`src/rtl/axi_pkg.sv`:
```
// axi_pkg: shared AXI widths, response codes and the default-slave FSM state types.
`default_nettype none

package axi_pkg;

    localparam int AXI_IDS_BITS  = 8;
    localparam int AXI_ADDR_BITS = 32;
    localparam int AXI_LEN_BITS  = 4;
    localparam int AXI_SIZE_BITS = 3;
    localparam int AXI_DATA_BITS = 32;
    localparam int AXI_STRB_BITS = AXI_DATA_BITS / 8;

    localparam logic [1:0] RESP_OKAY   = 2'b00;
    localparam logic [1:0] RESP_EXOKAY = 2'b01;
    localparam logic [1:0] RESP_SLVERR = 2'b10;
    localparam logic [1:0] RESP_DECERR = 2'b11;

    typedef enum logic [1:0] {
        W_IDLE = 2'd0,
        W_DATA = 2'd1,
        W_RESP = 2'd2
    } w_state_t;

    typedef enum logic [0:0] {
        R_IDLE = 1'b0,
        R_DATA = 1'b1
    } r_state_t;

endpackage

`default_nettype wire

```
`src/rtl/axi_default_slave.sv`:
```
// axi_default_slave: decode-error slave that completes every routed burst with an error response.
// Rev 1.0 - independent write and read FSMs, all outputs registered.
`default_nettype none

module axi_default_slave
    import axi_pkg::*;
#(
    parameter logic [1:0]               ERR_RESP  = RESP_DECERR,
    parameter logic [AXI_DATA_BITS-1:0] FILL_DATA = 32'h0000_0000
) (
    input  logic                     ACLK,
    input  logic                     ARESETn,
    // write address
    input  logic [AXI_IDS_BITS-1:0]  S_AWID,
    input  logic [AXI_ADDR_BITS-1:0] S_AWAddr,
    input  logic [AXI_LEN_BITS-1:0]  S_AWLen,
    input  logic [AXI_SIZE_BITS-1:0] S_AWSize,
    input  logic [1:0]               S_AWBurst,
    input  logic                     S_AWValid,
    output logic                     S_AWReady,
    // write data
    input  logic [AXI_DATA_BITS-1:0] S_WData,
    input  logic [AXI_STRB_BITS-1:0] S_WStrb,
    input  logic                     S_WLast,
    input  logic                     S_WValid,
    output logic                     S_WReady,
    // write response
    output logic [AXI_IDS_BITS-1:0]  S_BID,
    output logic [1:0]               S_BResp,
    output logic                     S_BValid,
    input  logic                     S_BReady,
    // read address
    input  logic [AXI_IDS_BITS-1:0]  S_ARID,
    input  logic [AXI_ADDR_BITS-1:0] S_ARAddr,
    input  logic [AXI_LEN_BITS-1:0]  S_ARLen,
    input  logic [AXI_SIZE_BITS-1:0] S_ARSize,
    input  logic [1:0]               S_ARBurst,
    input  logic                     S_ARValid,
    output logic                     S_ARReady,
    // read data
    output logic [AXI_IDS_BITS-1:0]  S_RID,
    output logic [AXI_DATA_BITS-1:0] S_RData,
    output logic [1:0]               S_RResp,
    output logic                     S_RLast,
    output logic                     S_RValid,
    input  logic                     S_RReady
);

    w_state_t                  r_wstate;
    logic                      r_awready;
    logic                      r_wready;
    logic                      r_bvalid;
    logic [AXI_IDS_BITS-1:0]   r_bid;
    logic [1:0]                r_bresp;
    logic [AXI_LEN_BITS-1:0]   r_wlen;
    logic [AXI_LEN_BITS-1:0]   r_wcnt;

    r_state_t                  r_rstate;
    logic                      r_arready;
    logic                      r_rvalid;
    logic                      r_rlast;
    logic [AXI_IDS_BITS-1:0]   r_rid;
    logic [1:0]                r_rresp;
    logic [AXI_LEN_BITS-1:0]   r_rlen;
    logic [AXI_LEN_BITS-1:0]   r_rcnt;

    // Address, size, burst, write payload and the write beat count carry no behaviour here.
    logic w_unused;
    assign w_unused = &{1'b0, S_AWAddr, S_AWSize, S_AWBurst, S_WData, S_WStrb,
                        S_ARAddr, S_ARSize, S_ARBurst, r_wlen, r_wcnt};

    always_ff @(posedge ACLK or negedge ARESETn) begin
        if (!ARESETn) begin
            r_wstate  <= W_IDLE;
            r_awready <= 1'b1;
            r_wready  <= 1'b0;
            r_bvalid  <= 1'b0;
            r_bid     <= '0;
            r_bresp   <= '0;
            r_wlen    <= '0;
            r_wcnt    <= '0;
        end else begin
            case (r_wstate)
                W_IDLE: begin
                    if (S_AWValid) begin
                        r_bid     <= S_AWID;
                        r_wlen    <= S_AWLen;
                        r_wcnt    <= '0;
                        r_awready <= 1'b0;
                        r_wready  <= 1'b1;
                        r_wstate  <= W_DATA;
                    end
                end
                W_DATA: begin
                    if (S_WValid) begin
                        r_wcnt <= r_wcnt + 1'b1;
                        // WLAST alone closes the burst, even if the count disagrees with AWLen.
                        if (S_WLast) begin
                            r_wready <= 1'b0;
                            r_bvalid <= 1'b1;
                            r_bresp  <= ERR_RESP;
                            r_wstate <= W_RESP;
                        end
                    end
                end
                W_RESP: begin
                    if (S_BReady) begin
                        r_bvalid  <= 1'b0;
                        r_bresp   <= '0;
                        r_awready <= 1'b1;
                        r_wstate  <= W_IDLE;
                    end
                end
                default: begin
                    r_awready <= 1'b1;
                    r_wready  <= 1'b0;
                    r_bvalid  <= 1'b0;
                    r_bresp   <= '0;
                    r_wstate  <= W_IDLE;
                end
            endcase
        end
    end

    always_ff @(posedge ACLK or negedge ARESETn) begin
        if (!ARESETn) begin
            r_rstate  <= R_IDLE;
            r_arready <= 1'b1;
            r_rvalid  <= 1'b0;
            r_rlast   <= 1'b0;
            r_rid     <= '0;
            r_rresp   <= '0;
            r_rlen    <= '0;
            r_rcnt    <= '0;
        end else begin
            case (r_rstate)
                R_IDLE: begin
                    if (S_ARValid) begin
                        r_rid     <= S_ARID;
                        r_rlen    <= S_ARLen;
                        r_rcnt    <= '0;
                        r_rlast   <= (S_ARLen == '0);
                        r_rresp   <= ERR_RESP;
                        r_arready <= 1'b0;
                        r_rvalid  <= 1'b1;
                        r_rstate  <= R_DATA;
                    end
                end
                R_DATA: begin
                    if (S_RReady) begin
                        if (r_rlast) begin
                            r_rvalid  <= 1'b0;
                            r_rlast   <= 1'b0;
                            r_rresp   <= '0;
                            r_arready <= 1'b1;
                            r_rstate  <= R_IDLE;
                        end else begin
                            // Last flag tracks the advanced count, so len=max never wraps early.
                            r_rcnt  <= r_rcnt + 1'b1;
                            r_rlast <= ((r_rcnt + 1'b1) == r_rlen);
                        end
                    end
                end
                default: begin
                    r_arready <= 1'b1;
                    r_rvalid  <= 1'b0;
                    r_rlast   <= 1'b0;
                    r_rresp   <= '0;
                    r_rstate  <= R_IDLE;
                end
            endcase
        end
    end

    assign S_AWReady = r_awready;
    assign S_WReady  = r_wready;
    assign S_BValid  = r_bvalid;
    assign S_BID     = r_bid;
    assign S_BResp   = r_bresp;

    assign S_ARReady = r_arready;
    assign S_RValid  = r_rvalid;
    assign S_RLast   = r_rlast;
    assign S_RID     = r_rid;
    assign S_RResp   = r_rresp;
    assign S_RData   = FILL_DATA;

endmodule

`default_nettype wire
```
`config.mk`:
```
export PLATFORM = sky130hd
export DESIGN_NAME = axi_default_slave
export DESIGN_NICKNAME = d
export VERILOG_FILES = /design/src/rtl/axi_pkg.sv /design/src/rtl/axi_default_slave.sv
export SDC_FILE = /design/constraint.sdc
export NUM_CORES = 1
export LEC_CHECK = 0
export CORE_MARGIN = 3
export CORE_UTILIZATION = 30
export CTS_BUF_LIST = sky130_fd_sc_hd__clkbuf_8
export DETAILED_ROUTE_END_ITERATION = 7
export GPL_TIMING_DRIVEN = 1
export PLACE_DENSITY = 0.88
export SYNTH_ARGS = -nofsm -noshare
export SYNTH_HDL_FRONTEND = slang
export SYNTH_SLANG_ARGS = --single-unit
```
`constraint.sdc`:
```
create_clock -name ACLK -period 1.96 [get_ports ACLK]
set_input_delay 0.196 -clock ACLK [delete_from_list [all_inputs] [get_ports ACLK]]
set_output_delay 0.196 -clock ACLK [all_outputs]
set_load 0.02 [all_outputs]
```
==> metrics.log <==
[metrics] first-pass GRT wire length: 5188 microns
[metrics] Warnings, synthesis: 0
[metrics] CTS H-tree lvls: 2
[metrics] worst endpoint required time: 1760 ps
[metrics] Max stage delay on crit path: 600 ps
[metrics] GRT Resource Usage Total: 10.19%
[metrics] Final Hold Fails: 0
[metrics] number of clock buffers inserted by TritonCTS: 5
[metrics] Initial Util: 31.30%
[metrics] data arrival time of the critical path: 1420 ps
[metrics] Fin Hold WS: 320.8 ps
[metrics] area share of xor/xnor cells in the synthesized design: 4.545%
[metrics] clock latency on the worst-skew pair: 280 ps
[metrics] diodes inserted: 0
[metrics] share of synthesized cell area in full adder, half adder and majority cells: 0.7215%
[metrics] dominant combinational cell family by area after synthesis: simple AND/OR/NAND/NOR gates
[metrics] die extent in y: 82.03 microns
[metrics] critical setup path kind: flop to primary output
[metrics] Critical Path End Type: primary output
[metrics] Period minus WS final: 1617 ps
[metrics] clk sinks: 33
[metrics] post-route core utilization: 41.60%
[metrics] post-synthesis compound-gate area fraction: 6.133%
[metrics] run status: completed
[metrics] RSZ-0062 raised after global routing: false
[metrics] via count of the first global-routing pass: 1150
[metrics] number of gates resized after CTS: 0
[metrics] mux contribution to synthesized area: 5.844%
[metrics] simple-gate portion of the synthesized area: 17.60%
[metrics] clock tree from TritonCTS: built
[metrics] FMAX: 0.6184 GHz
[metrics] final routed wirelength across all metal layers: 3280 microns
[metrics] total of endpoints with negative setup slack in the final report: 0
[metrics] iteration-0 DRC count of the detailed router: 50
[metrics] DRC errors left: 0
[metrics] max-slew violation count: 0
[metrics] flip-flop and latch count after synthesis: 33
[metrics] count of buffers added by post-CTS timing repair for setup: 0
[metrics] max-cap violation count: 0
[metrics] TritonRoute pass-1 iters: 4
[metrics] drt wl/cell: 10.72 microns
[metrics] share of async-settable or async-resettable flops after synthesis: 100.0%
[metrics] clock tree buffer depth: 2
[metrics] portion of total power attributed to combinational logic: 46.7%
[metrics] synthesized cell area: 0.001734 sq mm
[metrics] Worst path slowest cell: sky130_fd_sc_hd__clkdlybuf4s50_1
[metrics] Cell variety after synth: 30
[metrics] Cells after Synth: 179
[metrics] Switch Pwr: 1.282 mW
[metrics] count of input and output buffers: 53
[metrics] number of antenna violations at the first check in global routing: 0
[metrics] LEAKAGE: 1.069 nW
[metrics] power density over cell area: 1475 mW/mm^2
[metrics] number of nets with antenna violations after routing: 0
[metrics] Layout Area Growth over Synthesis: 32.90%
[metrics] number of enable-type register cells in the synthesized netlist: 0
[metrics] Sum Neg Setup Slack: 0 ps
[metrics] highest net fanout along the worst path: 3
[metrics] fraction of power consumed by the clock network: 16.4%
[metrics] total internal power: 2.118 mW
[metrics] core area: 0.005540 sq mm
[metrics] sequential-to-total area share from yosys stat: 47.76%
[metrics] Max VDD drop: 0.0006731 V
[metrics] chain of cells forming the critical path: clkdlybuf4s50_1
[metrics] final weighted congestion in routability-driven placement: 0.7873
[metrics] kind of start point of the critical path: flop
[metrics] number of vias after detailed routing: 1273
[metrics] drt via density: 4.160
[metrics] Ports: 200
[metrics] Final Cycle Share: 82.51%
[metrics] Hold-fix buffers, CTS: 0
[metrics] switch share: 37.72%
[metrics] maximum number of pins on one net before global-route repair: 34
[metrics] die area: 0.006729 sq mm
[metrics] standard-cell row count: 27
[metrics] number of buffer and inverter stages on the critical path: 1
[metrics] Congestion Overflow GR: 0
[metrics] Final Skew: 6.162 ps
[metrics] Largest delay share family, worst path: buffers and inverters
[metrics] commonest register cell after synthesis: sky130_fd_sc_hd__dfrtp_1
[metrics] share of post-route cells with drive strength above 1: 10.26%
[metrics] horizontal die dimension: 82.03 microns
[metrics] net total in the final layout: 376
[metrics] Detail Placement HPWL: 2473 microns
[metrics] Clk Tree Root Cell: sky130_fd_sc_hd__clkbuf_8
[metrics] Sequential Power Share: 36.9%
[metrics] path class of the lowest-slack min-delay path: primary input to asynchronous set/reset pin
[metrics] mean instance size in the synthesized netlist: 9.688 sq um
[metrics] clk slew on worst S/H paths: 70 ps
-- path summary, 6_finish.rpt --
kind	from	to	slack [ps]	cells past startpoint
setup / recovery	S_AWReady$_DFFE_PN1P_	S_AWReady	340	1
hold / removal	ARESETn	r_rcnt[2]$_DFFE_PN0P_	320	2
setup reg to reg	r_rcnt[0]$_DFFE_PN0P_	S_RLast$_DFFE_PN0P_	570	4
hold reg to reg	S_RID[4]$_DFFE_PN0P_	S_RID[4]$_DFFE_PN0P_	480	2
max in group asynchronous	ARESETn	S_AWReady$_DFFE_PN1P_	1300	2
min in group ACLK	S_ARID[0]	S_RID[0]$_DFFE_PN0P_	450	3
-- cell usage after synthesis, drive strengths merged (2+ instances only) --
cell / number / area share, %
nor3: 2 / 0.58
dfstp: 2 / 3.0
xor2: 2 / 1.0
nor3b: 2 / 0.87
nand2: 47 / 10
a31oi: 2 / 0.72
inv: 2 / 0.43
buf: 40 / 17
a21oi: 4 / 1.2
mux2: 9 / 5.8
a21o: 2 / 0.87
xnor2: 7 / 3.5
nand3: 3 / 0.87
dfrtp: 31 / 45
o21ai: 4 / 1.2
nand2b: 4 / 1.9
nor2: 7 / 1.9
-- power by group through the flow --
stage | registers (mW) | logic [mW] | clock network, mW
floorplan | 1.47 | 0.788 | 0
global placement | 1.25 | 1.57 | 0
detailed placement | 1.26 | 1.60 | 0
CTS | 1.26 | 1.60 | 0.586
global route | 1.30 | 1.73 | 0.620
finish | 1.26 | 1.59 | 0.558
-- cell families (layout without fill, tap and decap cells) --
logic type	after synthesis	count (layout)
xor+xnor	9	9
mux	9	9
buf+inv	42	66
fa+ha+maj	1	1
compound gates	16	16
flops	33	33
other cells	1	32
simple gates	68	68
-- state kept, by name (all words and copies together) (netlist names) --
name,cells
S_ARReady,1
S_RID,8
r_rcnt,4
S_AWReady,1
S_BID,8
S_RResp,1
r_wstate,2
S_RLast,1
S_WReady,1
r_rlen,4
r_rstate,1
S_BResp,1
-- cell usage in the layout (no fill, tap or decap), drive strengths merged --
master and n:
a21boi 1, a21o 2, a21oi 4, a311oi 1, a31oi 2, buf 3, clkbuf 7, clkdlybuf4s50 53
clkinv 1, conb 32, dfrtp 31, dfstp 2, ha 1, inv 2, mux2 9, nand2 47
nand2b 4, nand3 3, nand4 1, nor2 7, nor2b 1, nor3 2, nor3b 2, o21ai 4
o22ai 1, o41ai 1, or4 1, xnor2 7, xor2 2
-- final cells by class --
type                       instances  area [sq um]
clock buffer                       7         96.34
clock inverter                     1         5.005
fill                             551          3236
inverter                           2         7.507
multi-input combinational        135         724.4
sequential                        33         828.3
tap                               72         90.09
timing repair buffer              56         553.0
-- metal layers --
metal / up-vias / global-route usage [%] / share of wire [%] / wire length [microns]
met4: 0 / 3.488 / 0.79 / 26
met5: - / 0 / 0 / 0
li1: 622 / - / - / -
met3: 5 / 4.825 / 9.9 / 325
met2: 55 / 16.32 / 48 / 1582
met1: 591 / 11.94 / 41 / 1345
-- per-stage QoR --
stage	worst slack [ps]	total power, mW	std cells	cell area [sq um]
after global routing	288.7	3.660	306	2305
after floorplan	681.2	2.261	210	1851
final	342.8	3.400	306	2305
after global placement	336.1	2.823	298	2203
after detailed placement	328.7	2.864	298	2203
after CTS	321.0	3.448	306	2305
(Power assumes the default switching activity.)
